[src/rtl/uart_pkg.sv]
// Shared UART constants: default RX FIFO depth, register offsets and
// status register bit positions used by the register interface.
package uart_pkg;

    localparam int unsigned UART_RX_FIFO_DEPTH = 16;

    localparam logic [7:0] UART_CTRL_OFS   = 8'h00;
    localparam logic [7:0] UART_STATUS_OFS = 8'h04;
    localparam logic [7:0] UART_RXDATA_OFS = 8'h08;
    localparam logic [7:0] UART_TXDATA_OFS = 8'h0C;

    localparam int unsigned UART_STAT_EMPTY_BIT = 0;
    localparam int unsigned UART_STAT_FULL_BIT  = 1;
    localparam int unsigned UART_STAT_OVF_BIT   = 2;
    localparam int unsigned UART_STAT_LEVEL_BIT = 3;

endpackage : uart_pkg

[src/rtl/uart_fifo_mem.sv]
// DEPTH x DW storage: synchronous write, asynchronous read, no reset.
// Shared between the RX and TX FIFOs.
module uart_fifo_mem #(
    parameter int unsigned DEPTH = 16,
    parameter int unsigned DW    = 8
) (
    input  logic                     clk_i,
    input  logic                     we_i,
    input  logic [$clog2(DEPTH)-1:0] waddr_i,
    input  logic [DW-1:0]            wdata_i,
    input  logic [$clog2(DEPTH)-1:0] raddr_i,
    output logic [DW-1:0]            rdata_o
);

    logic [DW-1:0] mem_q [DEPTH];

    // Write port: store one entry per enabled cycle
    always_ff @(posedge clk_i) begin
        if (we_i) begin
            mem_q[waddr_i] <= wdata_i;
        end
    end

    assign rdata_o = mem_q[raddr_i];

endmodule : uart_fifo_mem

[src/rtl/uart_rx_fifo.sv]
// First-word-fall-through receive FIFO with sticky overflow and status decode.
// Optional macro UART_RX_FIFO_LEVEL_EN enables the registered level_o output.
module uart_rx_fifo
    import uart_pkg::*;
#(
    parameter int unsigned DEPTH  = UART_RX_FIFO_DEPTH,
    parameter int unsigned DW     = 8,
    parameter int unsigned THRESH = 8
) (
    input  logic                     clk_i,
    input  logic                     rstn_i,
    input  logic [DW-1:0]            rx_din_i,
    input  logic                     rx_done_tick_i,
    input  logic                     rd_en_i,
    input  logic                     flush_i,
    input  logic                     ovf_clr_i,
    output logic [DW-1:0]            dout_o,
    output logic                     empty_o,
    output logic                     full_o,
    output logic [$clog2(DEPTH):0]   count_o,
    output logic                     ovf_o,
    output logic                     level_o
);

    localparam int unsigned AW = $clog2(DEPTH);
    localparam logic [AW:0]   DEPTH_C = (AW+1)'(DEPTH);
    localparam logic [AW-1:0] PTR_ONE = {{(AW-1){1'b0}}, 1'b1};
    localparam logic [AW:0]   CNT_ONE = {{AW{1'b0}}, 1'b1};

    // Elaboration-time guard on parameter legality
    if ((DEPTH < 2) || ((DEPTH & (DEPTH - 1)) != 0) || (THRESH < 1) || (THRESH > DEPTH)) begin : g_param_check
        $error("uart_rx_fifo: illegal DEPTH/THRESH");
    end

    logic [AW-1:0] wr_ptr_q, wr_ptr_d;
    logic [AW-1:0] rd_ptr_q, rd_ptr_d;
    logic [AW:0]   count_q, count_d;
    logic          ovf_q, ovf_d;
    logic          empty_s, full_s, push_s, pop_s, ovf_set_s, we_s;
    logic [DW-1:0] rdata_s;

    assign empty_s = (count_q == {(AW+1){1'b0}});
    assign full_s  = (count_q == DEPTH_C);

    // Accept/drop decisions and next-state for pointers, count and overflow
    always_comb begin
        pop_s     = rd_en_i & ~empty_s;
        push_s    = rx_done_tick_i & (~full_s | pop_s);
        ovf_set_s = rx_done_tick_i & full_s & ~pop_s & ~flush_i;
        we_s      = push_s & ~flush_i & rstn_i;
        wr_ptr_d  = wr_ptr_q;
        rd_ptr_d  = rd_ptr_q;
        count_d   = count_q;
        ovf_d     = ovf_q;

        if (flush_i) begin
            wr_ptr_d = {AW{1'b0}};
            rd_ptr_d = {AW{1'b0}};
            count_d  = {(AW+1){1'b0}};
        end else begin
            if (push_s) begin
                wr_ptr_d = wr_ptr_q + PTR_ONE;
            end else begin
                wr_ptr_d = wr_ptr_q;
            end
            if (pop_s) begin
                rd_ptr_d = rd_ptr_q + PTR_ONE;
            end else begin
                rd_ptr_d = rd_ptr_q;
            end
            if (push_s && !pop_s) begin
                count_d = count_q + CNT_ONE;
            end else if (pop_s && !push_s) begin
                count_d = count_q - CNT_ONE;
            end else begin
                count_d = count_q;
            end
        end

        // A new overflow outranks a clear in the same cycle
        if (ovf_set_s) begin
            ovf_d = 1'b1;
        end else if (ovf_clr_i) begin
            ovf_d = 1'b0;
        end else begin
            ovf_d = ovf_q;
        end
    end

    // State registers with synchronous active-low reset
    always_ff @(posedge clk_i) begin
        if (!rstn_i) begin
            wr_ptr_q <= {AW{1'b0}};
            rd_ptr_q <= {AW{1'b0}};
            count_q  <= {(AW+1){1'b0}};
            ovf_q    <= 1'b0;
        end else begin
            wr_ptr_q <= wr_ptr_d;
            rd_ptr_q <= rd_ptr_d;
            count_q  <= count_d;
            ovf_q    <= ovf_d;
        end
    end

    uart_fifo_mem #(
        .DEPTH (DEPTH),
        .DW    (DW)
    ) u_mem (
        .clk_i   (clk_i),
        .we_i    (we_s),
        .waddr_i (wr_ptr_q),
        .wdata_i (rx_din_i),
        .raddr_i (rd_ptr_q),
        .rdata_o (rdata_s)
    );

`ifdef UART_RX_FIFO_LEVEL_EN
    localparam logic [AW:0] THRESH_C = (AW+1)'(THRESH);
    logic level_q, level_d;

    assign level_d = (count_d >= THRESH_C);

    // Level flag tracks next count so it lines up with count_o
    always_ff @(posedge clk_i) begin
        if (!rstn_i) begin
            level_q <= 1'b0;
        end else begin
            level_q <= level_d;
        end
    end

    assign level_o = level_q;
`else
    assign level_o = 1'b0;
`endif

    assign empty_o = empty_s;
    assign full_o  = full_s;
    assign count_o = count_q;
    assign ovf_o   = ovf_q;
    assign dout_o  = empty_s ? {DW{1'b0}} : rdata_s;

endmodule : uart_rx_fifo

[config.mk]
export PLATFORM = sky130hd
export DESIGN_NAME = uart_rx_fifo
export DESIGN_NICKNAME = d
export VERILOG_FILES = /design/src/rtl/uart_pkg.sv /design/src/rtl/uart_fifo_mem.sv /design/src/rtl/uart_rx_fifo.sv
export SDC_FILE = /design/constraint.sdc
export NUM_CORES = 1
export LEC_CHECK = 0
export CORE_UTILIZATION = 53
export CTS_CLUSTER_DIAMETER = 40
export DETAILED_ROUTE_END_ITERATION = 8
export HOLD_SLACK_MARGIN = 0.12
export PLACE_DENSITY_LB_ADDON = 0.1
export SLEW_MARGIN = 20
export SYNTH_ARGS = -nofsm -noshare
export SYNTH_HDL_FRONTEND = slang
export SYNTH_SLANG_ARGS = --single-unit
[constraint.sdc]
create_clock -name clk_i -period 2.65 [get_ports clk_i]
set_input_delay 0.53 -clock clk_i [delete_from_list [all_inputs] [get_ports clk_i]]
set_output_delay 0.53 -clock clk_i [all_outputs]
set_load 0.005 [all_outputs]
==> impl_metrics.yaml, run 1 <==
cells_and_area:
  design_area_um2: 7610
  area_growth_pct: 28.8
  fillers: 695
  layoutNonFillerInstCount: 555
  n_antenna_cell: 0
  nNetsFinal: 426
  drive_above_1_share_pct: 39.5
clock_tree:
  clk_latency_ns: 0.51
  cts_buffer_depth: 2
  cts_root_buf: "clkbuf_8"
  cts_tree: "built"
  cts.sinks: 146
  path_clk_slew_ns: 0.06
  ctsHoldBuffers: 0
  numCtsBuffers: 17
  h-tree-depth: 4
logic_synthesis:
  yosysMostFrequentCell: "edfxtp_1"
  async_flop_share_pct: 0
  yosys.area.top_type: "edfxtp_1"
  synth_top_area_share_pct: 65.1
  syn_area_um2: 5910
  synthTopCellsByCount: "edfxtp_1 (128), mux4_2 (32), nor2_1 (27)"
  ys_ff_latch: 146
  synth-edff-count: 128
  synth_ff_type: "edfxtp_1"
  synth.avg_cell_area_um2: 18.3
  ys_seq_area_share_pct: 71.2
  yosysWarnings: 0
  syn_inst: 322
  syn_nets: 346
  synth_cell_types: 39
  synth.area.top_cells: "edfxtp_1 (65%), mux4_2 (12%), dfxtp_1 (6.1%), a211oi_1 (2.2%), ha_1 (1.9%)"
setup_path:
  setup.worst_path.class: "flip-flop to output pin"
  crit_top_cell: "buf_4"
  cp_data_required_time_ns: 2.12
  cp_cell_sequence: "buf_4 -> buf_4 -> mux4_2 -> mux2i_2 -> a211oi_2 -> buf_2"
  arrival_ns: 2.20
  start_kind: "flip-flop"
  cp_max_fo: 3
  critPathTopFamily: "multiplexers"
  end_kind: "output pin"
  cp_num_buf_inv: 3
  worst_path_max_delay_cell: "mux4_2"
  slowest_delay_ns: 0.51
sta:
  hold_violations: 0
  holdWs_ns: 0.488
  fin_crit_ns: 2.73
  period_share_pct: 103
  fmax_ghz: 0.366
  worst_pin_slew_ns: 0.629
  fin_ws_ns: -0.0836
  max_slew_margin_pct: 57.9
  setup_viol: 1
  slew_viol_final: 0
  grt_setup_unrepaired: "true"
  fin_skew_ns: 0.00974
pwr:
  vdd_ir_drop_max_v: 0.000438
  p_int_mw: 4.55
  netSwitchingFraction_pct: 22.2
  power.leakage_nw: 2.57
  seq_power_share_pct: 43.7
  clockPowerShare_pct: 43.3
  p_per_area_nw_per_um2: 769
  p_switching_mw: 1.30
  pwr-share-comb_pct: 13.1
die:
  rows: 38
  io_pins: 31
  start_util_pct: 54.5
  dieArea_um2: 11600
  die_y_um: 108
  fp.dieW_um: 108
  core_area_um2: 10800
drt:
  drc: 0
  drt_iter0_markers: 173
  drtAntennaViolNets: 0
  vias: 3210
  drtPass1Iterations: 4
  avgViaCountPerCell: 5.78
  routedWlPerCell_um: 22.3
  routed_wl_mm: 12.4
place:
  place_hpwl_mm: 7.28
  pre_cts_ws_ns: 0.0169
  gp_congestion: 0.705
  placed_area_um2: 6600
  placed_cells: 509
  port_buffers: 29
global_route:
  grt_pass1_wl_mm: 18.6
  grt_max_degree: 18
  grt_pass1_vias: 3313
  track_usage_pct: 23.0
  antenna_found_initial: 0
  gr-total-overflow: 0
outcome:
  status: "finished with violations"
  violations: "setup timing"
flow_run:
  max-cap-violations: 0
worst_hold_path:
  worstHoldPathType: "flip-flop to flip-flop"
repair_timing:
item	4_1_cts	5_1_grt
gates cloned	3	0
setup endpoints to repair	10	10
gates resized for setup	68	22
hold endpoints to repair	0	0
pin swaps	16	13
buffers inserted	9	4
flip-flops by register name (all words and copies together) (netlist names), named ones only:
name / count
u_mem.mem_q: 128
count_o: 5
rd_ptr_q: 4
wr_ptr_q: 4
ovf_o: 1
worst paths after layout:
check	slack, ns	cells past startpoint	from	endpoint
setup reg to reg	0.07	9	count_o[2]	count_o[4]
hold / removal	0.49	2	rd_ptr_q[3]	rd_ptr_q[3]
hold reg to reg	0.49	2	rd_ptr_q[3]	rd_ptr_q[3]
setup / recovery	-0.08	6	flip-flop	dout_o[1]
per-stage QoR:
step           setup TNS (ns)  total power, mW  util (%)
3_3_place_gp                0             3.20      60.9
6_report              -0.0836             5.85      70.2
3_5_place_dp                0             3.21      60.9
5_1_grt                -0.596             6.05      70.2
2_1_floorplan               0             2.92         -
4_1_cts                -0.321             5.82      69.1
layer usage:
metal	up-vias	global-route usage [%]	routed length [um]
met1	1623	30.0	5050
met5	-	0	0
li1	1442	-	-
met2	121	37.4	6300
met4	0	8.32	320
met3	24	6.11	699
power by group through the flow:
stage | combinational (mW) | sequential (mW) | clock, mW
after detailed placement | 0.613 | 2.59 | 0
final | 0.766 | 2.55 | 2.53
after global routing | 0.826 | 2.56 | 2.67
after floorplan | 0.331 | 2.59 | 0
after CTS | 0.700 | 2.55 | 2.58
after global placement | 0.604 | 2.59 | 0
cell usage in the layout, fill, tap and decap left out, types with 2 or more instances in the layout:
cell             instances
a211oi_1                 4
clkdlybuf4s50_1         19
a211oi_2                13
mux2i_2                  7
bufinv_16                5
nor3_1                   4
inv_6                    2
inv_1                    3
xor2_1                   4
or4_1                    2
mux4_2                  32
buf_12                   6
o211ai_1                 2
ha_1                     6
nand2_1                  6
clkinvlp_4               2
dfxtp_1                 15
nor2_4                   2
ha_4                     3
buf_4                   38
buf_2                    8
a21oi_1                  2
xnor2_1                  2
nand3_1                  7
nor2b_4                  6
edfxtp_1               128
clkinv_4                 3
nor2b_1                  4
buf_8                    2
dfxtp_4                  3
clkbuf_16               16
buf_6                    3
clkbuf_1                 2
mux2i_1                  3
a21oi_2                  2
nor2_1                  25
logic make-up (layout without fill, tap and decap cells):
family / after synthesis / count (layout) / synth area share (%)
flops: 146 / 146 / 71.2
simple gates: 62 / 62 / 5.21
mux: 42 / 42 / 13.9
compound gates: 32 / 32 / 4.47
buf+inv: 23 / 116 / 2.03
fa+ha+maj: 10 / 10 / 2.25
xor+xnor: 6 / 6 / 0.890
other cells: 1 / 1 / 0.0635
worst min-delay path, cell delays in order (launching register included):
cell	delay, ns
dfxtp_1	0.31
o211ai_1	0.07
nand2_1	0.06
final cells by class:
class,count,area [um^2],area share (%)
clock buffer,19,422,5.54
clock inverter,13,209,2.75
inverter,4,20.0,0.263
multi-input combinational,153,1780,23.5
sequential,146,4220,55.4
tap,140,175,2.30
timing repair buffer,80,781,10.3
No activity file was read; power rests on OpenSTA's default activity.
==> inputs of run 2 (changes only) <==
--- a/config.mk
+++ b/config.mk
@@ -12,2 +12,3 @@
 export PLACE_DENSITY_LB_ADDON = 0.1
+export REMOVE_ABC_BUFFERS = 1
 export SLEW_MARGIN = 20
--- a/constraint.sdc
+++ b/constraint.sdc
@@ -3,2 +3,2 @@
 set_output_delay 0.53 -clock clk_i [all_outputs]
-set_load 0.005 [all_outputs]
+set_load 0.02 [all_outputs]
==> impl_metrics.yaml, run 2 (same netlist as run 1, synthesis figures left out) <==
clock_tree:
  h-tree-depth: 4
  numCtsBuffers: 17
  path_clk_slew_ns: 0.06
  ctsHoldBuffers: 0
  cts_root_buf: "clkbuf_8"
  cts_tree: "built"
  cts_buffer_depth: 2
  clk_latency_ns: 0.52
  cts.sinks: 146
pwr:
  netSwitchingFraction_pct: 21.7
  power_mw: 5.79
  p_switching_mw: 1.26
  vdd_ir_drop_max_v: 0.000451
  p_int_mw: 4.53
  seq_power_share_pct: 44.0
  clockPowerShare_pct: 43.8
  p_per_area_nw_per_um2: 789
  pwr-share-comb_pct: 12.2
  power.leakage_nw: 2.46
place:
  place_hpwl_mm: 7.32
  port_buffers: 29
  pre_cts_ws_ns: -0.0822
  gp_congestion: 0.740
  placed_cells: 508
  placed_area_um2: 6580
cells_and_area:
  layoutNonFillerInstCount: 547
  n_antenna_cell: 0
  fillers: 731
  area_growth_pct: 24.2
  layout_common_cells: "edfxtp_1 (128), buf_4 (42), mux4_2 (32)"
  regMostFlops: "u_mem.mem_q"
  largest_reg_flops: 128
  design_area_um2: 7330
  nNetsFinal: 418
  final_common_cell: "edfxtp_1"
  fin_util_pct: 67.6
  drive_above_1_share_pct: 33.4
sta:
  period_share_pct: 107
  fin_crit_ns: 2.82
  fin_ws_ns: -0.175
  hold_violations: 0
  fmax_ghz: 0.354
  setup_viol: 8
  fin_skew_ns: 0.00557
  grt_setup_unrepaired: "true"
  worst_pin_slew_ns: 0.809
  max_slew_margin_pct: 46.0
  holdWs_ns: 0.489
  setup-tns-final_ns: -0.859
  slew_viol_final: 0
setup_path:
  r2r_setup_slack_ns: 0.13
  arrival_ns: 2.29
  cp_data_required_time_ns: 2.12
  end_kind: "output pin"
  worst_path_max_delay_cell: "mux4_2"
  cp_cell_sequence: "buf_12 -> buf_4 -> mux4_2 -> nor2b_4 -> a211oi_2 -> a211oi_2 -> buf_4"
  slowest_delay_ns: 0.49
  setup.worst_path.class: "flip-flop to output pin"
  cp_max_fo: 6
  start_kind: "flip-flop"
drt:
  drc: 0
  avgViaCountPerCell: 5.65
  drtPass1Iterations: 4
  routedWlPerCell_um: 20.3
  routed_wl_mm: 11.1
  drt_iter0_markers: 153
  drtAntennaViolNets: 0
  vias: 3088
die:
  start_util_pct: 54.5
  die_y_um: 108
  rows: 38
  io_pins: 31
  fp.dieW_um: 108
  dieArea_um2: 11600
  core_area_um2: 10800
global_route:
  gr-total-overflow: 0
  grt_max_degree: 21
  track_usage_pct: 21.3
  grt_pass1_wl_mm: 17.3
  antenna_found_initial: 0
  grt_pass1_vias: 3231
outcome:
  status: "finished with violations"
  violations: "setup timing"
flow_run:
  max-cap-violations: 0
worst_hold_path:
  worstHoldPathType: "flip-flop to flip-flop"
==> run 2: changes by cell type in the layout (fill, tap and decap cells not counted), sizes merged <==
cell	delta
buf	-7
clkinv	+4
clkinvlp	-2
bufbuf	-1
bufinv	+1
clkbuf	-1
dlymetal6s2s	-1
inv	-1
==> run 2: final timing paths <==
| kind | from | end | cells after the start |
|---|---|---|---|
| worst max-delay path | flip-flop | dout_o[3] | 7 |
| worst min-delay path | rd_ptr_q[3] | flip-flop | 2 |
| worst max register to register | count_o[1] | count_o[3] | 10 |
| worst min register to register | rd_ptr_q[3] | flip-flop | 2 |
==> run 2: cell type report <==
| cell class | instances | area [um^2] | share of cell area (%) |
|---|---|---|---|
| Tap cell | 140 | 175 | 2.39 |
| Inverter | 4 | 15.0 | 0.205 |
| Multi-Input combinational cell | 153 | 1670 | 22.8 |
| Clock buffer | 17 | 414 | 5.65 |
| Timing Repair Buffer | 72 | 632 | 8.62 |
| Clock inverter | 15 | 219 | 2.99 |
| Sequential cell | 146 | 4210 | 57.4 |
==> run 2: metal layers <==
| layer | part of all wire [%] | global-route usage, % | vias up |
|---|---|---|---|
| met5 | 0 | 0 | - |
| met4 | 1.6 | 9.59 | 0 |
| met3 | 4.3 | 4.78 | 17 |
| met2 | 53 | 35.9 | 74 |
| met1 | 41 | 26.5 | 1566 |
| li1 | - | - | 1431 |
==> run 2: what timing repair did <==
action                                  CTS  global route
cloned                                    0             0
buffers inserted                          2             5
gates resized for setup                  56            17
endpoints found under the setup margin   10            10
pin swaps                                 5             8
==> run 2: power groups by stage <==
| stage | logic [mW] | clock network (mW) | registers (mW) |
|---|---|---|---|
| after CTS | 0.664 | 2.57 | 2.54 |
| final | 0.708 | 2.53 | 2.55 |
| after global placement | 0.678 | 0 | 2.59 |
| after floorplan | 0.340 | 0 | 2.63 |
| after global routing | 0.774 | 2.66 | 2.55 |
| after detailed placement | 0.691 | 0 | 2.59 |
==> run 2: worst max-delay path: cells and delay by family (launching register included) <==
kind / cells / cell delay (ns)
AO/OA/AOI/OAI: 2 / 0.34
buffers and inverters: 3 / 0.43
AND/OR/NAND/NOR: 1 / 0.14
multiplexers: 1 / 0.49
flip-flops: 1 / 0.37
